### src/rtl/seg7_pkg.sv
// seg7_pkg: shared types, glyph table and helpers for the seven-segment hex scanner.
// The helper first_nibble is used only when SEG7_LZ_SKIP_EN is defined.
package seg7_pkg;

  localparam int unsigned WORD_W = 32;
  localparam int unsigned NIB_W  = 4;
  localparam int unsigned IDX_W  = 3;
  localparam int unsigned SEG_W  = 7;

  typedef logic [WORD_W-1:0] word_t;

  typedef enum logic [1:0] {
    IDLE  = 2'd0,
    DIGIT = 2'd1,
    GAP   = 2'd2
  } state_e;

  // Hex glyphs packed {g,f,e,d,c,b,a}, indexed by nibble value
  localparam logic [SEG_W-1:0] GLYPH [16] = '{
    7'h3F, 7'h06, 7'h5B, 7'h4F, 7'h66, 7'h6D, 7'h7D, 7'h07,
    7'h7F, 7'h6F, 7'h77, 7'h7C, 7'h39, 7'h5E, 7'h79, 7'h71
  };

  // Index of the most significant nonzero nibble; 0 for an all-zero word
  function automatic logic [IDX_W-1:0] first_nibble(input logic [WORD_W-1:0] d);
    logic [IDX_W-1:0] r;
    r = '0;
    for (int i = 0; i < 8; i++) begin
      if (d[4*i +: 4] != 4'h0) r = IDX_W'(i);
    end
    return r;
  endfunction

endpackage

### src/rtl/seg7_hex_scanner_if.sv
// seg7_hex_scanner_if: valid/ready write channel from the core to the display back-end.
interface seg7_hex_scanner_if;
  import seg7_pkg::*;

  logic  wr_valid;
  logic  wr_ready;
  word_t wr_data;

  modport master (output wr_valid, output wr_data, input  wr_ready);
  modport slave  (input  wr_valid, input  wr_data, output wr_ready);

endinterface

### src/rtl/seg7_hex_decode.sv
// seg7_hex_decode: combinational nibble to seven-segment glyph lookup.
module seg7_hex_decode
  import seg7_pkg::*;
(
  input  logic [NIB_W-1:0] nib_i,
  output logic [SEG_W-1:0] glyph_o
);

  // Table lookup
  assign glyph_o = GLYPH[nib_i];

endmodule

### src/rtl/seg7_hex_scanner.sv
// seg7_hex_scanner: one-entry shadow buffer feeding a nibble-by-nibble scan of a
// single seven-segment digit, with a blank gap between digits.
// Optional build macro SEG7_LZ_SKIP_EN: frames start at the highest nonzero nibble.
module seg7_hex_scanner
  import seg7_pkg::*;
#(
  parameter int unsigned DWELL_CYCLES = 12_000_000,
  parameter int unsigned GAP_CYCLES   = 3_000_000
) (
  input  logic               clk,
  input  logic               rst_n,
  input  logic               ena,
  seg7_hex_scanner_if.slave  bus,
  output logic [SEG_W-1:0]   segments,
  output logic               dp,
  output logic               busy
);

  localparam int unsigned MAX_CYC = (DWELL_CYCLES > GAP_CYCLES) ? DWELL_CYCLES : GAP_CYCLES;
  localparam int unsigned CNT_W   = (MAX_CYC > 1) ? $clog2(MAX_CYC) : 1;
  localparam logic [CNT_W-1:0] DWELL_LAST = CNT_W'(DWELL_CYCLES - 1);
  localparam logic [CNT_W-1:0] GAP_LAST   = CNT_W'(GAP_CYCLES - 1);

  state_e           state_q, state_d;
  logic [CNT_W-1:0] cnt_q, cnt_d;
  logic [IDX_W-1:0] idx_q, idx_d;
  word_t            disp_q, disp_d;
  word_t            shadow_q, shadow_d;
  logic             shadow_full_q, shadow_full_d;
  logic [SEG_W-1:0] segments_d;
  logic             dp_d, busy_d;
  logic             load_c, accept_c;
  logic [IDX_W-1:0] start_shadow_c, start_disp_c, start_next_c;
  logic [SEG_W-1:0] glyph_c;

  assign bus.wr_ready = !shadow_full_q;
  assign accept_c     = bus.wr_valid && !shadow_full_q;

`ifdef SEG7_LZ_SKIP_EN
  assign start_shadow_c = first_nibble(shadow_q);
  assign start_disp_c   = first_nibble(disp_q);
  assign start_next_c   = first_nibble(disp_d);
`else
  assign start_shadow_c = IDX_W'(7);
  assign start_disp_c   = IDX_W'(7);
  assign start_next_c   = IDX_W'(7);
`endif

  seg7_hex_decode u_decode (
    .nib_i   (disp_d[{idx_d, 2'b00} +: NIB_W]),
    .glyph_o (glyph_c)
  );

  // Next-state, shadow buffer and output decode from the upcoming state
  always_comb begin
    state_d       = state_q;
    cnt_d         = cnt_q;
    idx_d         = idx_q;
    disp_d        = disp_q;
    shadow_d      = shadow_q;
    shadow_full_d = shadow_full_q;
    load_c        = 1'b0;

    if (ena) begin
      unique case (state_q)
        IDLE: begin
          if (shadow_full_q) begin
            load_c  = 1'b1;
            disp_d  = shadow_q;
            idx_d   = start_shadow_c;
            cnt_d   = '0;
            state_d = DIGIT;
          end
        end
        DIGIT: begin
          if (cnt_q == DWELL_LAST) begin
            cnt_d   = '0;
            state_d = GAP;
          end else begin
            cnt_d = cnt_q + CNT_W'(1);
          end
        end
        GAP: begin
          if (cnt_q == GAP_LAST) begin
            cnt_d   = '0;
            state_d = DIGIT;
            if (idx_q != IDX_W'(0)) begin
              idx_d = idx_q - IDX_W'(1);
            end else if (shadow_full_q) begin
              load_c = 1'b1;
              disp_d = shadow_q;
              idx_d  = start_shadow_c;
            end else begin
              idx_d = start_disp_c;
            end
          end else begin
            cnt_d = cnt_q + CNT_W'(1);
          end
        end
        default: state_d = IDLE;
      endcase
    end

    // A load and an accept can never coincide: accept needs the buffer empty
    if (load_c)   shadow_full_d = 1'b0;
    if (accept_c) begin
      shadow_d      = bus.wr_data;
      shadow_full_d = 1'b1;
    end

    segments_d = '0;
    dp_d       = 1'b0;
    busy_d     = 1'b0;
    if (ena) begin
      busy_d = (state_d != IDLE);
      if (state_d == DIGIT) begin
        segments_d = glyph_c;
        dp_d       = (idx_d == start_next_c);
      end
    end
  end

  // State and output registers
  always_ff @(posedge clk or negedge rst_n) begin
    if (!rst_n) begin
      state_q       <= IDLE;
      cnt_q         <= '0;
      idx_q         <= IDX_W'(7);
      disp_q        <= '0;
      shadow_q      <= '0;
      shadow_full_q <= 1'b0;
      segments      <= '0;
      dp            <= 1'b0;
      busy          <= 1'b0;
    end else begin
      state_q       <= state_d;
      cnt_q         <= cnt_d;
      idx_q         <= idx_d;
      disp_q        <= disp_d;
      shadow_q      <= shadow_d;
      shadow_full_q <= shadow_full_d;
      segments      <= segments_d;
      dp            <= dp_d;
      busy          <= busy_d;
    end
  end

endmodule

### src/flat_wrapper.sv
// flat-port wrapper written by rule: the top's interface ports become plain ports
module seg7_hex_scanner_flat import seg7_pkg::*;
#(
  parameter int unsigned DWELL_CYCLES = 12_000_000,
  parameter int unsigned GAP_CYCLES   = 3_000_000
)
  (clk, rst_n, ena, segments, dp, busy, bus_wr_valid, bus_wr_data, bus_wr_ready);
  seg7_hex_scanner_if bus_i ();
  input  logic clk;
  input  logic rst_n;
  input  logic ena;
  output logic [SEG_W-1:0] segments;
  output logic dp;
  output logic busy;
  input wire logic [$bits(bus_i.wr_valid)-1:0] bus_wr_valid;
  input wire logic [$bits(bus_i.wr_data)-1:0] bus_wr_data;
  output wire logic [$bits(bus_i.wr_ready)-1:0] bus_wr_ready;
  assign bus_i.wr_valid = bus_wr_valid;
  assign bus_i.wr_data = bus_wr_data;
  assign bus_wr_ready = bus_i.wr_ready;
  seg7_hex_scanner #(.DWELL_CYCLES(DWELL_CYCLES), .GAP_CYCLES(GAP_CYCLES)) u_core (.clk(clk), .rst_n(rst_n), .ena(ena), .bus(bus_i), .segments(segments), .dp(dp), .busy(busy));
endmodule
### config.mk
export PLATFORM = sky130hd
export DESIGN_NAME = seg7_hex_scanner_flat
export DESIGN_NICKNAME = d
export VERILOG_FILES = /design/src/rtl/seg7_pkg.sv /design/src/rtl/seg7_hex_scanner_if.sv /design/src/rtl/seg7_hex_decode.sv /design/src/rtl/seg7_hex_scanner.sv /design/src/flat_wrapper.sv
export SDC_FILE = /design/constraint.sdc
export NUM_CORES = 1
export LEC_CHECK = 0
export ABC_AREA = 1
export CAP_MARGIN = 20
export CELL_PAD_IN_SITES_DETAIL_PLACEMENT = 1
export CELL_PAD_IN_SITES_GLOBAL_PLACEMENT = 1
export CORE_MARGIN = 3
export CORE_UTILIZATION = 36
export DETAILED_ROUTE_END_ITERATION = 6
export GPL_ROUTABILITY_DRIVEN = 0
export HOLD_SLACK_MARGIN = 0.02
export MAX_ROUTING_LAYER = met4
export PLACE_DENSITY = 0.68
export SETUP_SLACK_MARGIN = 0.05
export SLEW_MARGIN = 20
export SYNTH_ARGS = -nofsm -noshare
export SYNTH_HDL_FRONTEND = slang
export SYNTH_SLANG_ARGS = --single-unit
### constraint.sdc
create_clock -name clk -period 2.83 [get_ports clk]
set_input_delay 0.4245 -clock clk [delete_from_list [all_inputs] [get_ports clk]]
set_output_delay 0.4245 -clock clk [all_outputs]
set_load 0.02 [all_outputs]
== After elaboration in Yosys (flattened, before gate mapping) ==
Memories as Yosys holds them, arrays and structs flattened.
Index checks and enable logic that the tools add are counted.
Storage, ports and cells
  bits in registers: 103
  ROM bits: 112
  input bits: 36
  output and inout bits: 10
  word-level logic and storage cells: 63
  memories: 1
Operators by class
  add/subtract/negate cells: 2
  $lt $le $gt $ge: 1
  equality and inequality tests: 7
  shift operators: 1
  mux-type cells: 33
  bitwise gates (word level): 1
  reductions and logical operators: 8
Memories
  (name not given): words 16, width 7, rd ports 1, clocked after memory_dff 0, write ports 0, line seg7_hex_decode.sv:10  | assign glyph_o = GLYPH[nib_i];
Operator list (number)
  two-way mux 32 bit: 4
  two-way mux 24 bit: 3
  case mux 24 bit (3 select lines): 1
  case mux 32 bit (2 select lines): 1
  indexed part select 32 x 6 -> 4 bit: 1
  two-way mux 7 bit: 4
  adder 24 x 1 -> 24 bit, second input constant: 1
  equality test 24 x 22 -> 1 bit, second input constant: 1
  equality test 24 bit, second input constant: 1
  two-way mux 3 bit: 4
  two-way mux 1 bit: 9
  two-way mux 2 bit: 4
  case mux 2 bit (3 select lines): 1
  case mux 3 bit (2 select lines): 1
  nonzero test 3 bit: 2
  greater-or-equal comparator 5 bit, second input constant: 1
  inverter 4 -> 5 bit: 1
  equality test 2 x 1 -> 1 bit, second input constant: 2
  nonzero test 2 bit: 2
  equality test 3 bit, second input constant: 1
  AND reduction 3 bit: 1
  subtractor 3 x 1 -> 3 bit, second input constant: 1
  equality test 2 bit, second input constant: 1
  zero test 2 bit: 1
  other kinds (4): 4

== Logic depth before layout (Yosys ltp) ==
Gate-level depths: netlist of the first run.
  depth after elaboration: 12
  gate-level depth with buffers: 25
  gate-level depth less buffers: 24

== By module ==
From an unflattened synthesis of the first run, not the netlist that was laid out.
Second synthesis, totals
  cell total of the unflattened synthesis: 805
  area, all modules: 6179.7 sq um
Modules (own cells, without submodules)
  seg7_hex_scanner: times used 1, cells each 753, area each 5909.4 sq um, sequential area each 2581.2 sq um
  seg7_hex_decode: times used 1, cells each 52, area each 270.3 sq um, sequential area each 0.0 sq um

== Worst setup path before layout of the first run ==
OpenSTA, ideal clock, no wires.
  kind: register to register
  from: register u_core.state_q[0]
  to: register u_core.segments[1]
  setup time: 0.121 ns
  arrival time: 2.489 ns
  data required time: 2.709 ns
  slack: 0.220 ns
  cell stages (with the launch flop): 23
  path buffers: 1
  period minus slack after synthesis: 2.610 ns
  path through: dfrtp_1 > inv_1 > ha_1 > inv_1 > nand2_1 > nand2_2 > inv_1 > nand2_1 > nor2_1 > nand2_1 > nand2_2 > nand2_4 > inv_2 > buf_6 > nand2_1 > nand2_1 > nand2_1 > nand2_1 > nand2_1 > ha_1 > nand3_1 > o21ai_0 > nor2_1
On the way
  word-level cells in the longest chain between the ends: 10
  elaborated cells between the ends (all ways): 20
  those cells by class: eq/ne (3); shift (1); mux (13); bitwise (1); reduce/logical (1); memory (1)
RTL lines
  from (decl): line seg7_hex_scanner.sv:24  | state_e state_q, state_d;
  from (signal assigned): line seg7_hex_scanner.sv:136  | state_q <= state_d;
  equality test 2 bit or zero test 2 bit (tied branches): line seg7_hex_scanner.sv:65  | unique case (state_q)
  case mux 32 bit (2 select lines) or case mux 3 bit (2 select lines) (tied branches): line seg7_hex_scanner.sv:65
  two-way mux 32 bit or two-way mux 3 bit (tied branches): line seg7_hex_scanner.sv:64  | if (ena) begin
  indexed part select 32 x 6 -> 4 bit: line seg7_hex_scanner.sv:50  | .nib_i (disp_d[{idx_d, 2'b00} +: NIB_W]),
  inverter 4 -> 5 bit (implied by the code): line seg7_hex_decode.sv:10
  memory read (16 x 7 bit)
  two-way mux 7 bit (implied by the code) (2 in a row): line seg7_hex_decode.sv:10
  two-way mux 7 bit (*): line seg7_hex_scanner.sv:116  | if (state_d == DIGIT) begin
  two-way mux 7 bit (*): line seg7_hex_scanner.sv:114  | if (ena) begin
  via u_core.segments_d[1]: line seg7_hex_scanner.sv:30  | logic [SEG_W-1:0] segments_d;
  to (signal assigned): line seg7_hex_scanner.sv:142  | segments <= segments_d;
  to (decl): line seg7_hex_scanner.sv:14  | output logic [SEG_W-1:0] segments,
The timed path passes the listed nets; every way through them passes the cells marked *. The select of a mux whose other input is x is not followed.
A chain may end at the register's enable or synchronous reset.

== Worst setup path after layout of the first run ==
  from: register u_core.cnt_q[1]
  to: register u_core.segments[1]
On the way
  word-level cells in the longest chain between the ends: 11
  elaborated cells between the ends (all ways): 20
  those cells by class: eq/ne (3); shift (1); mux (14); bitwise (1); memory (1)
RTL lines
  from (decl): line seg7_hex_scanner.sv:25  | logic [CNT_W-1:0] cnt_q, cnt_d;
  from (signal assigned): line seg7_hex_scanner.sv:137  | cnt_q <= cnt_d;
  equality test 24 x 22 -> 1 bit: line seg7_hex_scanner.sv:84  | if (cnt_q == GAP_LAST) begin
  two-way mux 32 bit or two-way mux 3 bit (tied branches): line seg7_hex_scanner.sv:84
  case mux 32 bit (2 select lines) or case mux 3 bit (2 select lines) (tied branches): line seg7_hex_scanner.sv:65
  two-way mux 32 bit or two-way mux 3 bit (tied branches): line seg7_hex_scanner.sv:64
  indexed part select 32 x 6 -> 4 bit: line seg7_hex_scanner.sv:50
  inverter 4 -> 5 bit (implied by the code): line seg7_hex_decode.sv:10
  memory read (16 x 7 bit)
  two-way mux 7 bit (implied by the code) (2 in a row): line seg7_hex_decode.sv:10
  two-way mux 7 bit (*): line seg7_hex_scanner.sv:116
  two-way mux 7 bit (*): line seg7_hex_scanner.sv:114
  via u_core.segments_d[1]: line seg7_hex_scanner.sv:30
Marks and branches as above.

==> run metrics, run 1 <==
Comb pwr share about three fifths; Setup crit end kind flip-flop; Slew @ Worst Pin roughly 0.61 ns; fmax 369 MHz; worst endpoint required time approximately 3 ns; P per Cell Area about 1200 nW/um^2; num ports 46; Site Rows 45; final hold slack slightly above 0.1 ns; initial drt markers 240; reg2reg start u_core.cnt_q[1]; FF-to-FF End u_core.segments[1]; core box area 15300 um^2; Die Span Y roughly 130 um; DRC Markers 0; NetSw 4.00 mW; crit path DAT 2.95 ns; PortBufs 45; adder-cell share of the synthesized area ~3.1%; antenna violations before repair 0; Setup-failing EPs final 0; leakage about 3.7 nW; vias in the first global route 5769; Clk pin slew, worst setup/hold paths 0.07 ns; GRT overflow 0; startpoint types flip-flop; largest family of logic cells by synthesized area simple AND/OR/NAND/NOR gates; mux cell area share after synthesis roughly 7.0%; sequential-to-total area share from yosys stat a little under half; Slew Limit Fails 0; Post-Synth Simple-Gate Area 32.6%; min Tclk post-route between 2 and 3 ns; RSZ-0062 raised after global routing yes; maximum fanout along the worst path 6; Die Area 17300 um^2; Hold WC Path Type in -> async; CTS max path bufs 2; Crit. Startpoint u_core.cnt_q[1]; post-route antenna net violation count 0; Yosys reg bits around 100; first-pass iteration count of the detailed router 4; root buffer cell clkbuf_16; sw frac 43.7%; total CTS buffers 9; Flop pwr share between 20% and 30%; critical path class reg -> reg; skew final around 0.0086 ns; P&R area growth vs syn 40.0%; Post-Route WL 17700 um; maximum vdd drop 0.520 mV; CTS tree yes; htree depth 3; syn_nets roughly 760; cells after synthesis just over 700; r2r setup slk 0.12 ns; Clk Latency, worst-skew pair about 0.35 ns; mean area per synthesized cell 8.02 um^2; Layout Nets 891; clock share of power 15.4%; Vias between 5000 and 6000; status completed; Filler cells around 1800; Finished Layout Cells 1057; period utilisation layout 95.8%; Sum Neg Setup Slack 0 ns; Netlist Area Pre-Place 5670 um^2; largest net degree at the start of global routing 104; DP HPWL 11900 um; max_cap viols 0; antenna fix cells 0; placed insts 1010; CP Capture Point u_core.segments[1]; routed length per placed instance 16.7 um; first-pass GRT wire length 28200 um; Netlist cell types 38; starting density of the core 37.0%; layout cells sized above 1 33.0%; Hold Vio Cnt, Final 0; Slew headroom between 50% and 60%; clk sink count 103; warnings from Yosys 0; total track usage 20.4%; Int Pwr 5.14 mW; Synth Area in Compound Gates 4.59%; xor/xnor share of the synthesized area 0.618%; via/cell ratio 5.02; Worst Reg-to-Reg Cells 20; die span in x 131 um
## critical path: stages (launching register included)
cell     delay [ns]
dfrtp_1        0.36
ha_2           0.19
nand2_2        0.07
inv_2          0.09
nand2_4        0.08
nor2_4         0.17
buf_6          0.13
nand3_4        0.06
nand2_2        0.08
nand2_2        0.08
nand2_4        0.10
buf_6          0.13
nand3_1        0.10
nand2_1        0.08
nor2_1         0.05
nand2_2        0.08
nand2_4        0.11
ha_4           0.30
nand3_4        0.08
o21ai_1        0.17
nor2_1         0.07
## synth_stat cells (all sizes together)
| library cell | number | share of area, % |
|---|---|---|
| nand4 | 7 | 0.77 |
| inv | 69 | 4.6 |
| a221oi | 2 | 0.31 |
| and2 | 1 | 0.11 |
| dfrtp | 100 | 44 |
| or4 | 1 | 0.13 |
| xor2 | 4 | 0.62 |
| nand2 | 254 | 19 |
| o221a | 1 | 0.20 |
| nor4 | 3 | 0.33 |
| a211oi | 1 | 0.13 |
| o21ai | 24 | 2.2 |
| o32ai | 1 | 0.15 |
| mux2 | 31 | 6.2 |
| a31oi | 1 | 0.11 |
| buf | 12 | 1.6 |
| nor3 | 19 | 1.7 |
| nor2 | 66 | 4.7 |
| clkbuf | 5 | 0.33 |
| mux2i | 5 | 0.88 |
| nand3 | 66 | 6.3 |
| ha | 14 | 3.1 |
| dfstp | 3 | 1.4 |
| a21oi | 17 | 1.5 |
## metal layers
metal / part of all wire, % / up-vias / track usage [%]
met5: 0 / - / -
met4: 2.5 / 0 / 7.00
met3: 2.2 / 35 / 2.64
met2: 52 / 87 / 35.4
met1: 43 / 2664 / 24.5
li1: - / 2525 / -
## how the worst min path moves through the flow
stage | end | slack (ns) | cells after the start
6_report | u_core.cnt_q[13] | 0.10 | 2
3_3_place_gp | u_core.disp_q[15] | 0.45 | 2
5_1_grt | u_core.cnt_q[16] | 0.13 | 2
4_1_cts | u_core.cnt_q[12] | 0.16 | 2
2_1_floorplan | u_core.busy | 0.13 | 0
3_5_place_dp | u_core.disp_q[11] | 0.46 | 2
## sequential cells by signal, summed over array words and instances (netlist names)
name,count
u_core.busy,1
u_core.cnt_q,24
u_core.disp_q,32
u_core.dp,1
u_core.idx_q,3
u_core.segments,7
u_core.shadow_full_q,1
u_core.shadow_q,32
u_core.state_q,2
## cell type report
type / count / area (um^2) / share of cell area (%)
clock buffer: 12 / 256 / 3.23
clock inverter: 4 / 76.3 / 0.962
sequential: 103 / 2580 / 32.6
timing repair buffer: 140 / 1290 / 16.3
inverter: 69 / 272 / 3.42
multi-input combinational: 518 / 3190 / 40.2
tap: 211 / 264 / 3.33
## metrics by stage
step | setup WS [ns] | instance area (um^2) | utilization [%] | total power [mW]
3_3_place_gp | -0.101 | 6800 | 44.4 | 6.31
2_1_floorplan | 0.220 | 5670 | - | 4.94
4_1_cts | 0.0332 | 7270 | 47.5 | 8.16
6_report | 0.118 | 7930 | 51.8 | 9.13
3_5_place_dp | -0.209 | 6800 | 44.4 | 6.52
5_1_grt | -0.0824 | 7930 | 51.8 | 9.83
## what timing repair did
| item | CTS | global route |
|---|---|---|
| endpoints found under the setup margin | 7 | 8 |
| pin swaps | 10 | 49 |
| cloned | 1 | 1 |
| resized for setup | 19 | 121 |
| setup buffers | 6 | 23 |
| hold buffers | 0 | 0 |
## cell families (layout without fill, tap and decap cells)
family          after synthesis  after routing
xor+xnor                      4              4
simple gates                417            417
fa+ha+maj                    14             14
flops                       103            103
mux                          36             36
buf+inv                      86            225
compound gates               47             47
## power by group through the flow
stage / sequential [mW] / combinational, mW / clock [mW]
finish: 2.27 / 5.46 / 1.41
global placement: 2.26 / 4.05 / 0
detailed placement: 2.29 / 4.24 / 0
CTS: 2.26 / 4.45 / 1.45
floorplan: 2.25 / 2.69 / 0
global route: 2.33 / 5.99 / 1.51
## layout by cell type, fill, tap and decap left out, types with 8 or more instances in the layout
cell             count
nor2_2               8
a21oi_1             12
o21ai_0             12
nor2_1              53
mux2_2              31
inv_1               51
buf_6                8
dfrtp_1             97
nand2_1            196
nand2_4             11
inv_2               15
nand3_1             47
nor3_1              17
clkbuf_16           10
nand3_2             12
clkdlybuf4s50_1     44
nand2_2             43
buf_4               81
No activity file was read; power rests on OpenSTA's default activity.
==> inputs of run 2 (changes only) <==
Settings changed: CORE_UTILIZATION 36 to 41, PLACE_DENSITY 0.68 to 0.76, TNS_END_PERCENT set to 1.
==> run 2 against run 1 <==
  * Clock skew up 0.0033 ns
  * Combinational power decreased by 10%
  * Power decreased by 8.2%
  * Clock power decreased by 16%
  * Utilization increased by 3.7 points
  * Via count decreased by 1.6%
  * Highest routed layer unchanged
  * Largest power group unchanged
  * Critical path depth is 2 higher
==> run metrics, run 2 (synthesis results as in run 1) <==
root buffer cell clkbuf_16 (unchanged); routed length per placed instance 17.1 um (was 16.7 um); Finished Layout Cells 1008 (was 1057); Design Power 8.38 mW (was 9.13 mW); Site Rows 42 (was 45); CP top delay family simple AND/OR/NAND/NOR gates (unchanged); placed insts 977 (was 1010); layout cells sized above 1 27.6% (was 33.0%); htree depth 3 (unchanged); period utilisation layout 97.5% (was 95.8%); r2r setup slk 0.07 ns (was 0.12 ns); CP dominant cell by count nand2_2 (unchanged); starting density of the core 42.3% (was 37.0%); Worst Reg-to-Reg Cells 22 (was 20); fmax 363 MHz (was 369 MHz); PortBufs 45 (unchanged); reg2reg start u_core.cnt_q[12] (was u_core.cnt_q[1]); commonest non-fill, non-tap cell in the layout nand2_1 (unchanged); min Tclk post-route 2.76 ns (was 2.71 ns); P per Cell Area 1130 nW/um^2 (was 1150 nW/um^2); total CTS buffers 9 (unchanged); Crit path largest cell delay 0.41 ns (was 0.36 ns); P&R area growth vs syn 31.2% (was 40.0%); pre-CTS WS -0.210 ns (was -0.209 ns); Slew @ Worst Pin 0.583 ns (was 0.610 ns); antenna fix cells 0 (unchanged); Clk pin slew, worst setup/hold paths 0.08 ns (was 0.07 ns); biggest regs u_core.disp_q: 32 flops, u_core.shadow_q: 32 flops, u_core.cnt_q: 24 flops (unchanged); maximum fanout along the worst path 4 (was 6); leakage 3.58 nW (was 3.70 nW); maximum vdd drop 0.597 mV (was 0.520 mV); Die Span Y 124 um (was 131 um); Setup-failing EPs final 0 (unchanged); Post-Route WL 17200 um (was 17700 um); Hold WC Path Type in -> async (unchanged); Slew headroom 61.1% (was 59.4%); critical-path cell list buf_4 -> nor2_1 -> nand3_1 -> nor2_2 -> nand3_1 -> nand2_2 -> nand2_2 -> nand2_2 -> nand2_4 -> buf_4 -> nand2_2 -> inv_1 -> a21oi_2 -> nand3_2 -> nand2_4 -> inv_2 -> ha_4 -> inv_2 -> nand2_4 -> nand3_2 -> nand2_1 -> nor2_1 (was ha_2 -> nand2_2 -> inv_2 -> nand2_4 -> nor2_4 -> buf_6 -> nand3_4 -> nand2_2 -> nand2_2 -> nand2_4 -> buf_6 -> nand3_1 -> nand2_1 -> nor2_1 -> nand2_2 -> nand2_4 -> ha_4 -> nand3_4 -> o21ai_1 -> nor2_1); crit path DAT 3.04 ns (was 2.95 ns); vias in the first global route 5568 (was 5769); Buf+Inv Stages, Crit Path 5 (was 3); Hold Buf Count CTS 0 (unchanged); die span in x 124 um (was 131 um); Util after Layout 55.5% (was 51.8%); Layout Nets 878 (was 891); slowest CP cell dfrtp_1 (unchanged); core box area 13400 um^2 (was 15300 um^2); DRC Markers 0 (unchanged); largest net degree at the start of global routing 47 (was 104); Setup crit end kind flip-flop (unchanged); worst setup margin 0.0718 ns (was 0.118 ns); Slew Limit Fails 0 (unchanged); FF-to-FF End u_core.segments[3] (was u_core.segments[1]); CTS max path bufs 2 (unchanged); Clk Latency, worst-skew pair 0.36 ns (was 0.35 ns); Vias 5227 (was 5311); total track usage 23.7% (was 20.4%); CTS tree yes (unchanged); startpoint types flip-flop (unchanged); status completed (unchanged); clk sink count 103 (unchanged); initial drt markers 289 (was 240); post-route antenna net violation count 0 (unchanged); GRT overflow 0 (unchanged); first-pass GRT wire length 27400 um (was 28200 um); Hold Vio Cnt, Final 0 (unchanged); via/cell ratio 5.19 (was 5.02); DP HPWL 12200 um (was 11900 um); worst endpoint required time 3.12 ns (was 3.07 ns); RSZ-0062 raised after global routing yes (unchanged); skew final 0.0118 ns (was 0.00859 ns); first-pass iteration count of the detailed router 4 (unchanged); num ports 46 (unchanged); max_cap viols 0 (unchanged); critical path class reg -> reg (unchanged); Die Area 15300 um^2 (was 17300 um^2); most frequent cells in the layout nand2_1 (215), dfrtp_1 (100), buf_4 (78) (was nand2_1 (196), dfrtp_1 (97), buf_4 (81)); antenna violations before repair 0 (unchanged)
-- run 2: changes by cell type in the layout (fill, tap and decap cells not counted), moves of 4 or more --
cell     change
nand3_4      -5
nand3_2      -4
buf_6        -7
nand2_1     +19
o21ai_1      -4
nand3_1      +9
inv_1        +4
nand2_2     -16
-- run 2: report_power, final --
part           leakage [nW]  internal, mW  switching (mW)  total (mW)
Combinational          2.14          2.00            2.91        4.91
Sequential             1.31          2.00           0.284        2.29
Clock                 0.132         0.595           0.591        1.19
Total                  3.58          4.60            3.78        8.38
-- run 2: area by class of cell --
class / instances / area (um^2)
fillers: 1636 / 5970
multi-input cells: 518 / 2980
flip-flops and latches: 103 / 2580
repair buffers: 127 / 1120
inverters: 69 / 267
clock buffers: 10 / 229
well taps: 176 / 220
clock inverters: 5 / 36.3
-- run 2: through the flow --
step / hold slack [ns] / setup TNS [ns] / area, um^2
final: 0.0361 / 0 / 7430
after floorplan: 0.129 / 0 / 5670
after CTS: 0.0545 / 0 / 7120
after global routing: 0.0675 / -0.397 / 7430
after detailed placement: 0.444 / -0.842 / 6760
after global placement: 0.438 / -0.0563 / 6760
-- run 2: worst max-delay path by stage --
stage / end / depth (start not counted) / startpoint / slack (ns)
after floorplan: u_core.segments[1] / 22 / u_core.state_q[0] / 0.22
after CTS: u_core.segments[4] / 23 / u_core.cnt_q[0] / 0.04
after global placement: u_core.segments[1] / 15 / ena / -0.04
final: u_core.segments[3] / 22 / u_core.cnt_q[12] / 0.07
after detailed placement: u_core.segments[1] / 15 / ena / -0.21
after global routing: u_core.segments[3] / 24 / u_core.state_q[1] / -0.09
-- run 2: timing repair --
item / CTS / global route
setup buffers: 5 / 11
setup endpoints to repair: 6 / 8
pin swaps: 5 / 19
gates resized for setup: 20 / 57
gates cloned: 0 / 1
-- run 2: per-layer routing --
metal	global-route usage (%)	wire, um
met5	-	0
met4	7.75	391
met3	4.07	543
met2	39.8	8680
met1	29.1	7580
